File: src/rtl/bsg_chip_link_traffic_node_if.sv
// Ready-and link bundle between a traffic node and its io/mem link.
// master is the traffic node side, slave is the link side.
interface bsg_chip_link_traffic_node_if #(parameter int width_p = 64);
  logic               in_v_i;
  logic [width_p-1:0] in_data_i;
  logic               in_ready_and_o;
  logic               out_v_o;
  logic [width_p-1:0] out_data_o;
  logic               out_ready_and_i;

  modport master (input  in_v_i, in_data_i, out_ready_and_i,
                  output in_ready_and_o, out_v_o, out_data_o);
  modport slave  (output in_v_i, in_data_i, out_ready_and_i,
                  input  in_ready_and_o, out_v_o, out_data_o);
endinterface

File: src/rtl/bsg_chip_link_traffic_node.sv
// Core-clock link traffic endpoint: buffered loopback or incrementing
// pattern generate/check, with sent/received/error counters.
module bsg_chip_link_traffic_node
  #(parameter int width_p     = 64,
    parameter int els_p       = 2,
    parameter int cnt_width_p = 32)
  (input  logic                   clk_i,
   input  logic                   reset_i,
   input  logic                   start_i,
   input  logic                   stop_i,
   input  logic                   mode_i,
   input  logic [width_p-1:0]     seed_i,
   bsg_chip_link_traffic_node_if.master link_io,
   output logic                   busy_o,
   output logic                   error_o,
   output logic [cnt_width_p-1:0] sent_count_o,
   output logic [cnt_width_p-1:0] recv_count_o,
   output logic [cnt_width_p-1:0] err_count_o);

  localparam int ptr_w_lp = (els_p > 1) ? $clog2(els_p) : 1;
  localparam int cw_lp    = ptr_w_lp + 1;
  localparam logic [cw_lp-1:0] full_cnt_lp = cw_lp'(els_p);

  localparam logic [1:0] IDLE  = 2'd0;
  localparam logic [1:0] LOOP  = 2'd1;
  localparam logic [1:0] GEN   = 2'd2;
  localparam logic [1:0] DRAIN = 2'd3;

  logic [1:0]             state_q, state_d;
  logic                   mode_q, mode_d;
  logic [width_p-1:0]     pattern_q, pattern_d, expect_q, expect_d;
  logic [cnt_width_p-1:0] sent_q, sent_d, recv_q, recv_d, errc_q, errc_d;
  logic                   error_q, error_d;
  logic [ptr_w_lp-1:0]    wptr_q, wptr_d, rptr_q, rptr_d;
  logic [cw_lp-1:0]       cnt_q, cnt_d;
  logic [width_p-1:0]     mem_q [els_p];

  logic               empty, full, in_rdy, out_v, send, recv, enq, deq, mism;
  logic [width_p-1:0] out_data;

  assign empty = (cnt_q == '0);
  assign full  = (cnt_q == full_cnt_lp);

  // Full FIFO refuses input even when it is being dequeued the same cycle.
  always_comb begin
    in_rdy   = 1'b0;
    out_v    = 1'b0;
    out_data = pattern_q;
    case (state_q)
      LOOP: begin
        in_rdy   = ~full;
        out_v    = ~empty;
        out_data = mem_q[rptr_q];
      end
      GEN: begin
        in_rdy = 1'b1;
        out_v  = 1'b1;
      end
      DRAIN: begin
        if (mode_q) in_rdy = 1'b1;
        else begin
          out_v    = ~empty;
          out_data = mem_q[rptr_q];
        end
      end
      default: ;
    endcase
  end

  assign send = out_v & link_io.out_ready_and_i;
  assign recv = link_io.in_v_i & in_rdy;
  assign enq  = recv & ~mode_q;
  assign deq  = send & ~mode_q;
  assign mism = recv & mode_q & (link_io.in_data_i != expect_q);

  always_comb begin
    state_d   = state_q;
    mode_d    = mode_q;
    pattern_d = pattern_q;
    expect_d  = expect_q;
    sent_d    = sent_q;
    recv_d    = recv_q;
    errc_d    = errc_q;
    error_d   = error_q;
    wptr_d    = wptr_q;
    rptr_d    = rptr_q;
    cnt_d     = cnt_q;
    if (state_q == IDLE) begin
      if (start_i) begin
        state_d   = mode_i ? GEN : LOOP;
        mode_d    = mode_i;
        pattern_d = seed_i;
        expect_d  = seed_i;
        sent_d    = '0;
        recv_d    = '0;
        errc_d    = '0;
        error_d   = 1'b0;
        wptr_d    = '0;
        rptr_d    = '0;
        cnt_d     = '0;
      end
    end else begin
      if (send) sent_d = sent_q + cnt_width_p'(1);
      if (recv) recv_d = recv_q + cnt_width_p'(1);
      if (send & mode_q) pattern_d = pattern_q + width_p'(1);
      // expect advances on every receive so one bad word does not desync the rest
      if (recv & mode_q) expect_d = expect_q + width_p'(1);
      if (mism) begin
        error_d = 1'b1;
        if (~&errc_q) errc_d = errc_q + cnt_width_p'(1);
      end
      if (enq) wptr_d = wptr_q + ptr_w_lp'(1);
      if (deq) rptr_d = rptr_q + ptr_w_lp'(1);
      cnt_d = cnt_q + cw_lp'(enq) - cw_lp'(deq);
      case (state_q)
        LOOP, GEN: if (stop_i) state_d = DRAIN;
        DRAIN:     if (mode_q ? (recv_q == sent_q) : empty) state_d = IDLE;
        default: ;
      endcase
    end
  end

  always_ff @(posedge clk_i or posedge reset_i) begin
    if (reset_i) begin
      state_q   <= IDLE;
      mode_q    <= 1'b0;
      pattern_q <= '0;
      expect_q  <= '0;
      sent_q    <= '0;
      recv_q    <= '0;
      errc_q    <= '0;
      error_q   <= 1'b0;
      wptr_q    <= '0;
      rptr_q    <= '0;
      cnt_q     <= '0;
    end else begin
      state_q   <= state_d;
      mode_q    <= mode_d;
      pattern_q <= pattern_d;
      expect_q  <= expect_d;
      sent_q    <= sent_d;
      recv_q    <= recv_d;
      errc_q    <= errc_d;
      error_q   <= error_d;
      wptr_q    <= wptr_d;
      rptr_q    <= rptr_d;
      cnt_q     <= cnt_d;
    end
  end

  // Storage needs no reset; occupancy is tracked by the pointers and count.
  always_ff @(posedge clk_i) begin
    if (enq) mem_q[wptr_q] <= link_io.in_data_i;
  end

  assign link_io.in_ready_and_o = in_rdy;
  assign link_io.out_v_o        = out_v;
  assign link_io.out_data_o     = out_data;
  assign busy_o                 = (state_q != IDLE);
  assign error_o                = error_q;
  assign sent_count_o           = sent_q;
  assign recv_count_o           = recv_q;
  assign err_count_o            = errc_q;

endmodule

File: src/flat_wrapper.sv
// flat-port wrapper written by rule: the top's interface ports become plain ports
module bsg_chip_link_traffic_node_flat 
#(parameter int width_p     = 64,
    parameter int els_p       = 2,
    parameter int cnt_width_p = 32)
  (clk_i, reset_i, start_i, stop_i, mode_i, seed_i, busy_o, error_o, sent_count_o, recv_count_o, err_count_o, link_io_in_v_i, link_io_in_data_i, link_io_out_ready_and_i, link_io_in_ready_and_o, link_io_out_v_o, link_io_out_data_o);
  bsg_chip_link_traffic_node_if #(.width_p(width_p)) link_io_i ();
  input  logic clk_i;
  input  logic reset_i;
  input  logic start_i;
  input  logic stop_i;
  input  logic mode_i;
  input  logic [width_p-1:0] seed_i;
  output logic busy_o;
  output logic error_o;
  output logic [cnt_width_p-1:0] sent_count_o;
  output logic [cnt_width_p-1:0] recv_count_o;
  output logic [cnt_width_p-1:0] err_count_o;
  input wire logic [$bits(link_io_i.in_v_i)-1:0] link_io_in_v_i;
  input wire logic [$bits(link_io_i.in_data_i)-1:0] link_io_in_data_i;
  input wire logic [$bits(link_io_i.out_ready_and_i)-1:0] link_io_out_ready_and_i;
  output wire logic [$bits(link_io_i.in_ready_and_o)-1:0] link_io_in_ready_and_o;
  output wire logic [$bits(link_io_i.out_v_o)-1:0] link_io_out_v_o;
  output wire logic [$bits(link_io_i.out_data_o)-1:0] link_io_out_data_o;
  assign link_io_i.in_v_i = link_io_in_v_i;
  assign link_io_i.in_data_i = link_io_in_data_i;
  assign link_io_i.out_ready_and_i = link_io_out_ready_and_i;
  assign link_io_in_ready_and_o = link_io_i.in_ready_and_o;
  assign link_io_out_v_o = link_io_i.out_v_o;
  assign link_io_out_data_o = link_io_i.out_data_o;
  bsg_chip_link_traffic_node #(.width_p(width_p), .els_p(els_p), .cnt_width_p(cnt_width_p)) u_core (.clk_i(clk_i), .reset_i(reset_i), .start_i(start_i), .stop_i(stop_i), .mode_i(mode_i), .seed_i(seed_i), .link_io(link_io_i), .busy_o(busy_o), .error_o(error_o), .sent_count_o(sent_count_o), .recv_count_o(recv_count_o), .err_count_o(err_count_o));
endmodule
File: config.mk
export PLATFORM = sky130hd
export DESIGN_NAME = bsg_chip_link_traffic_node_flat
export DESIGN_NICKNAME = d
export VERILOG_FILES = /design/src/rtl/bsg_chip_link_traffic_node_if.sv /design/src/rtl/bsg_chip_link_traffic_node.sv /design/src/flat_wrapper.sv
export SDC_FILE = /design/constraint.sdc
export NUM_CORES = 1
export LEC_CHECK = 0
export ABC_AREA = 1
export ABC_CLOCK_PERIOD_IN_PS = 8400
export CAP_MARGIN = 5
export CORE_AREA = 2 2 335 204
export CTS_CLUSTER_DIAMETER = 100
export DETAILED_ROUTE_END_ITERATION = 16
export DIE_AREA = 0 0 337 206
export PLACE_DENSITY_LB_ADDON = 0.2
export SYNTH_ARGS = -nofsm -noshare
export SYNTH_HDL_FRONTEND = slang
export SYNTH_SLANG_ARGS = --single-unit
File: constraint.sdc
create_clock -name clk_i -period 8.4 [get_ports clk_i]
set_clock_uncertainty 0.05 [all_clocks]
set_input_delay 1.68 -clock clk_i [delete_from_list [all_inputs] [get_ports clk_i]]
set_output_delay 1.68 -clock clk_i [all_outputs]
set_load 0.005 [all_outputs]
==> results.json <==
{
  "status": "finished clean",
  "placed_cells": 4432,
  "initial_utilization_pct": 34.4,
  "antenna_found_initial": 5,
  "crit_required_ps": 6670,
  "synth-seq-area-share_pct": 41.8,
  "die_x_um": 337,
  "postCtsSetupBuffers": 0,
  "finalNetCount": 3709,
  "holdCritStartpoint": "u_core.error_o",
  "layout-drive-gt1-share_pct": 3.48,
  "drt_first_pass_iters": 6,
  "io_pins": 299,
  "postSynthRegisterBits": 360,
  "synth_cells": 3311,
  "clk_latency_ps": 590,
  "finalNonFillerCells": 4514,
  "grt_max_degree": 121,
  "grt_pass1_wl_um": 149000,
  "final_cell_mix": "nand2_1 (903), nor2_1 (571), inv_1 (424), clkdlybuf4s50_1 (298), dfrtp_1 (231)",
  "finalHoldViolCount": 0,
  "period_needed_ps": 5290,
  "cp_data_arrival_time_ps": 3560,
  "slowest_delay_ps": 850,
  "hpwlAfterDp_um": 80800,
  "drv_cap": 0,
  "vias_per_cell": 5.28,
  "syn_to_final_growth_pct": 23.2,
  "async_flop_share_pct": 64.4,
  "yosys_warnings": 0,
  "ant_nets": 0,
  "num_vias": 23800,
  "cts_buffers": 41,
  "netlist_area_um2": 23100,
  "cts_resized": 0,
  "timing.setup.tns_ps": 0,
  "peakVddDrop_mv": 0.237,
  "synthesis.nets": 3457,
  "rows": 74,
  "setup_violations": 0,
  "powerDensity_nw_per_um2": 344,
  "clk_pin_slew_ps": 60,
  "die_area_um2": 69400,
  "grtUsageTotal_pct": 29.6,
  "die_y_um": 206,
  "cp_common_cell": "buf_4",
  "cp_slowest_cell": "o32ai_1",
  "routedWlPerCell_um": 23.0,
  "core-area_um2": 66900,
  "overflow": 0,
  "ys.flop_type": "dfrtp_1",
  "root_buffer": "clkbuf_16",
  "synth_edf_count": 128,
  "placed_area_um2": 26900,
  "grt_pass1_vias": 21100,
  "r2r-start": "u_core.state_q[0]",
  "rrSetupSlack_ps": 3640,
  "critPathBufInv": 4,
  "fmax_mhz": 189,
  "rsz0062_at_grt": "no",
  "drtIter0Drc": 3137,
  "leakagePower_nw": 12.5,
  "stdcell_area_um2": 28400,
  "worst_setup_path_start_kind": "register",
  "yosysUniqueCellTypes": 53,
  "drc": 0,
  "maxSlewHeadroom_pct": 32.0,
  "path_cells": "buf_4 -> inv_2 -> buf_4 -> nor2_1 -> o32ai_1 -> clkdlybuf4s50_1",
  "tritoncts": "yes",
  "worst-setup-path-type": "reg -> out",
  "ctsHoldBuffers": 0,
  "cp-startpoint": "u_core.rptr_q",
  "cts.path.max_buffers": 3,
  "drt-total-wl_um": 104000,
  "htree_levels": 2,
  "layout_commonest_cell": "nand2_1",
  "drv_slew": 0,
  "globalplace.congestion": 1.02,
  "finalCritPeriodShare_pct": 63.0,
  "syn-mean-instance-area_um2": 6.96,
  "cp_max_fo": 39,
  "path_delay_family": "buffers and inverters",
  "hold_path_class": "reg -> reg",
  "portBuffers": 298,
  "clock_sinks": 360,
  "worst_slew_pin_slew_ps": 1020,
  "cp-end-kind": "output port"
}
## metal layers
layer / wire [um] / global-route usage (%) / part of all wire, %
met2: 37000 / 35.6 / 36
met3: 14200 / 11.0 / 14
met5: 0 / 0 / 0
met1: 51100 / 48.0 / 49
met4: 1680 / 5.71 / 1.6
## layout make-up
cell class / instances / area, um2
fill: 6989 / 38500
multi-input combinational: 2409 / 11400
sequential: 360 / 9650
timing repair buffer: 321 / 3170
inverter: 430 / 1620
clock buffer: 59 / 1230
tap: 912 / 1140
clock inverter: 17 / 218
antenna: 6 / 15.0
## worst reg2reg max path: cells and delay by family (launching register included)
family                   cells  cell delay [ps]
adder cells (fa/ha/maj)      1              300
buffers and inverters        5             1800
AND/OR/NAND/NOR              5             1140
AO/OA/AOI/OAI                3              920
flip-flops                   1              420
## per-stage QoR
stage | total power, mW | worst slack [ps] | utilization, % | hold WS [ps]
floorplan | 5.35 | 309 | - | 424
global placement | 7.67 | 3200 | 40.2 | 431
detailed placement | 7.66 | 3150 | 40.2 | 439
CTS | 9.66 | 3090 | 42.4 | 451
global route | 10.3 | 2950 | 42.4 | 473
finish | 9.76 | 3110 | 42.4 | 447
## logic make-up (layout without fill, tap and decap cells)
family | after synthesis | count (layout) | share of synthesized area [%]
XOR/XNOR | 96 | 96 | 3.65
flip-flops | 360 | 360 | 41.8
other | 0 | 6 | 0
AND/OR/NAND/NOR | 1890 | 1890 | 34.1
adder cells (fa/ha/maj) | 11 | 11 | 0.597
AO/OA/AOI/OAI | 412 | 412 | 10.7
buffers and inverters | 542 | 827 | 9.09
## sequential cells by signal (all words and copies together), names as in the netlist
name	flops
u_core.mode_q	1
u_core.mem_q	128
u_core.state_q	2
u_core.wptr_q	1
u_core.err_count_o	32
u_core.cnt_q	2
u_core.rptr_q	1
u_core.pattern_q	64
u_core.error_o	1
u_core.recv_count_o	32
u_core.sent_count_o	32
u_core.expect_q	64
## final timing paths
| kind | to | depth (start not counted) |
|---|---|---|
| setup / recovery | link_io_out_data_o[17] | 6 |
| hold / removal | u_core.error_o | 1 |
| setup reg to reg | u_core.pattern_q[32] | 14 |
| hold reg to reg | u_core.error_o | 1 |
| max in group asynchronous | u_core.pattern_q[34] | 3 |
| min in group asynchronous | u_core.err_count_o[29] | 2 |
## cell usage after synthesis, drive strengths merged, types with 3 or more instances
master	count	area share (%)
a21oi	97	2.1
a22oi	12	0.39
a31oi	34	0.92
a32oi	5	0.19
and2	4	0.11
and3	5	0.14
buf	46	1.0
clkbuf	66	1.1
dfrtp	232	25
edfxtp	128	17
ha	11	0.60
inv	430	7.0
nand2	910	15
nand3	187	4.1
nand3b	7	0.28
nand4	66	1.8
nor2	581	9.7
nor3	106	2.3
nor3b	5	0.18
nor4	12	0.35
o211ai	3	0.098
o21a	4	0.13
o21ai	163	3.5
o22ai	9	0.24
o31ai	14	0.46
o32ai	64	2.4
or2	5	0.14
xnor2	20	0.76
xor2	76	2.9
## report_power, final
group	switching, mW	internal (mW)	total (mW)
sequential	0.612	2.26	2.87
clock	0.806	1.17	1.98
combinational	3.25	1.67	4.91
total	4.66	5.10	9.76
No activity file was read; power rests on OpenSTA's default activity.
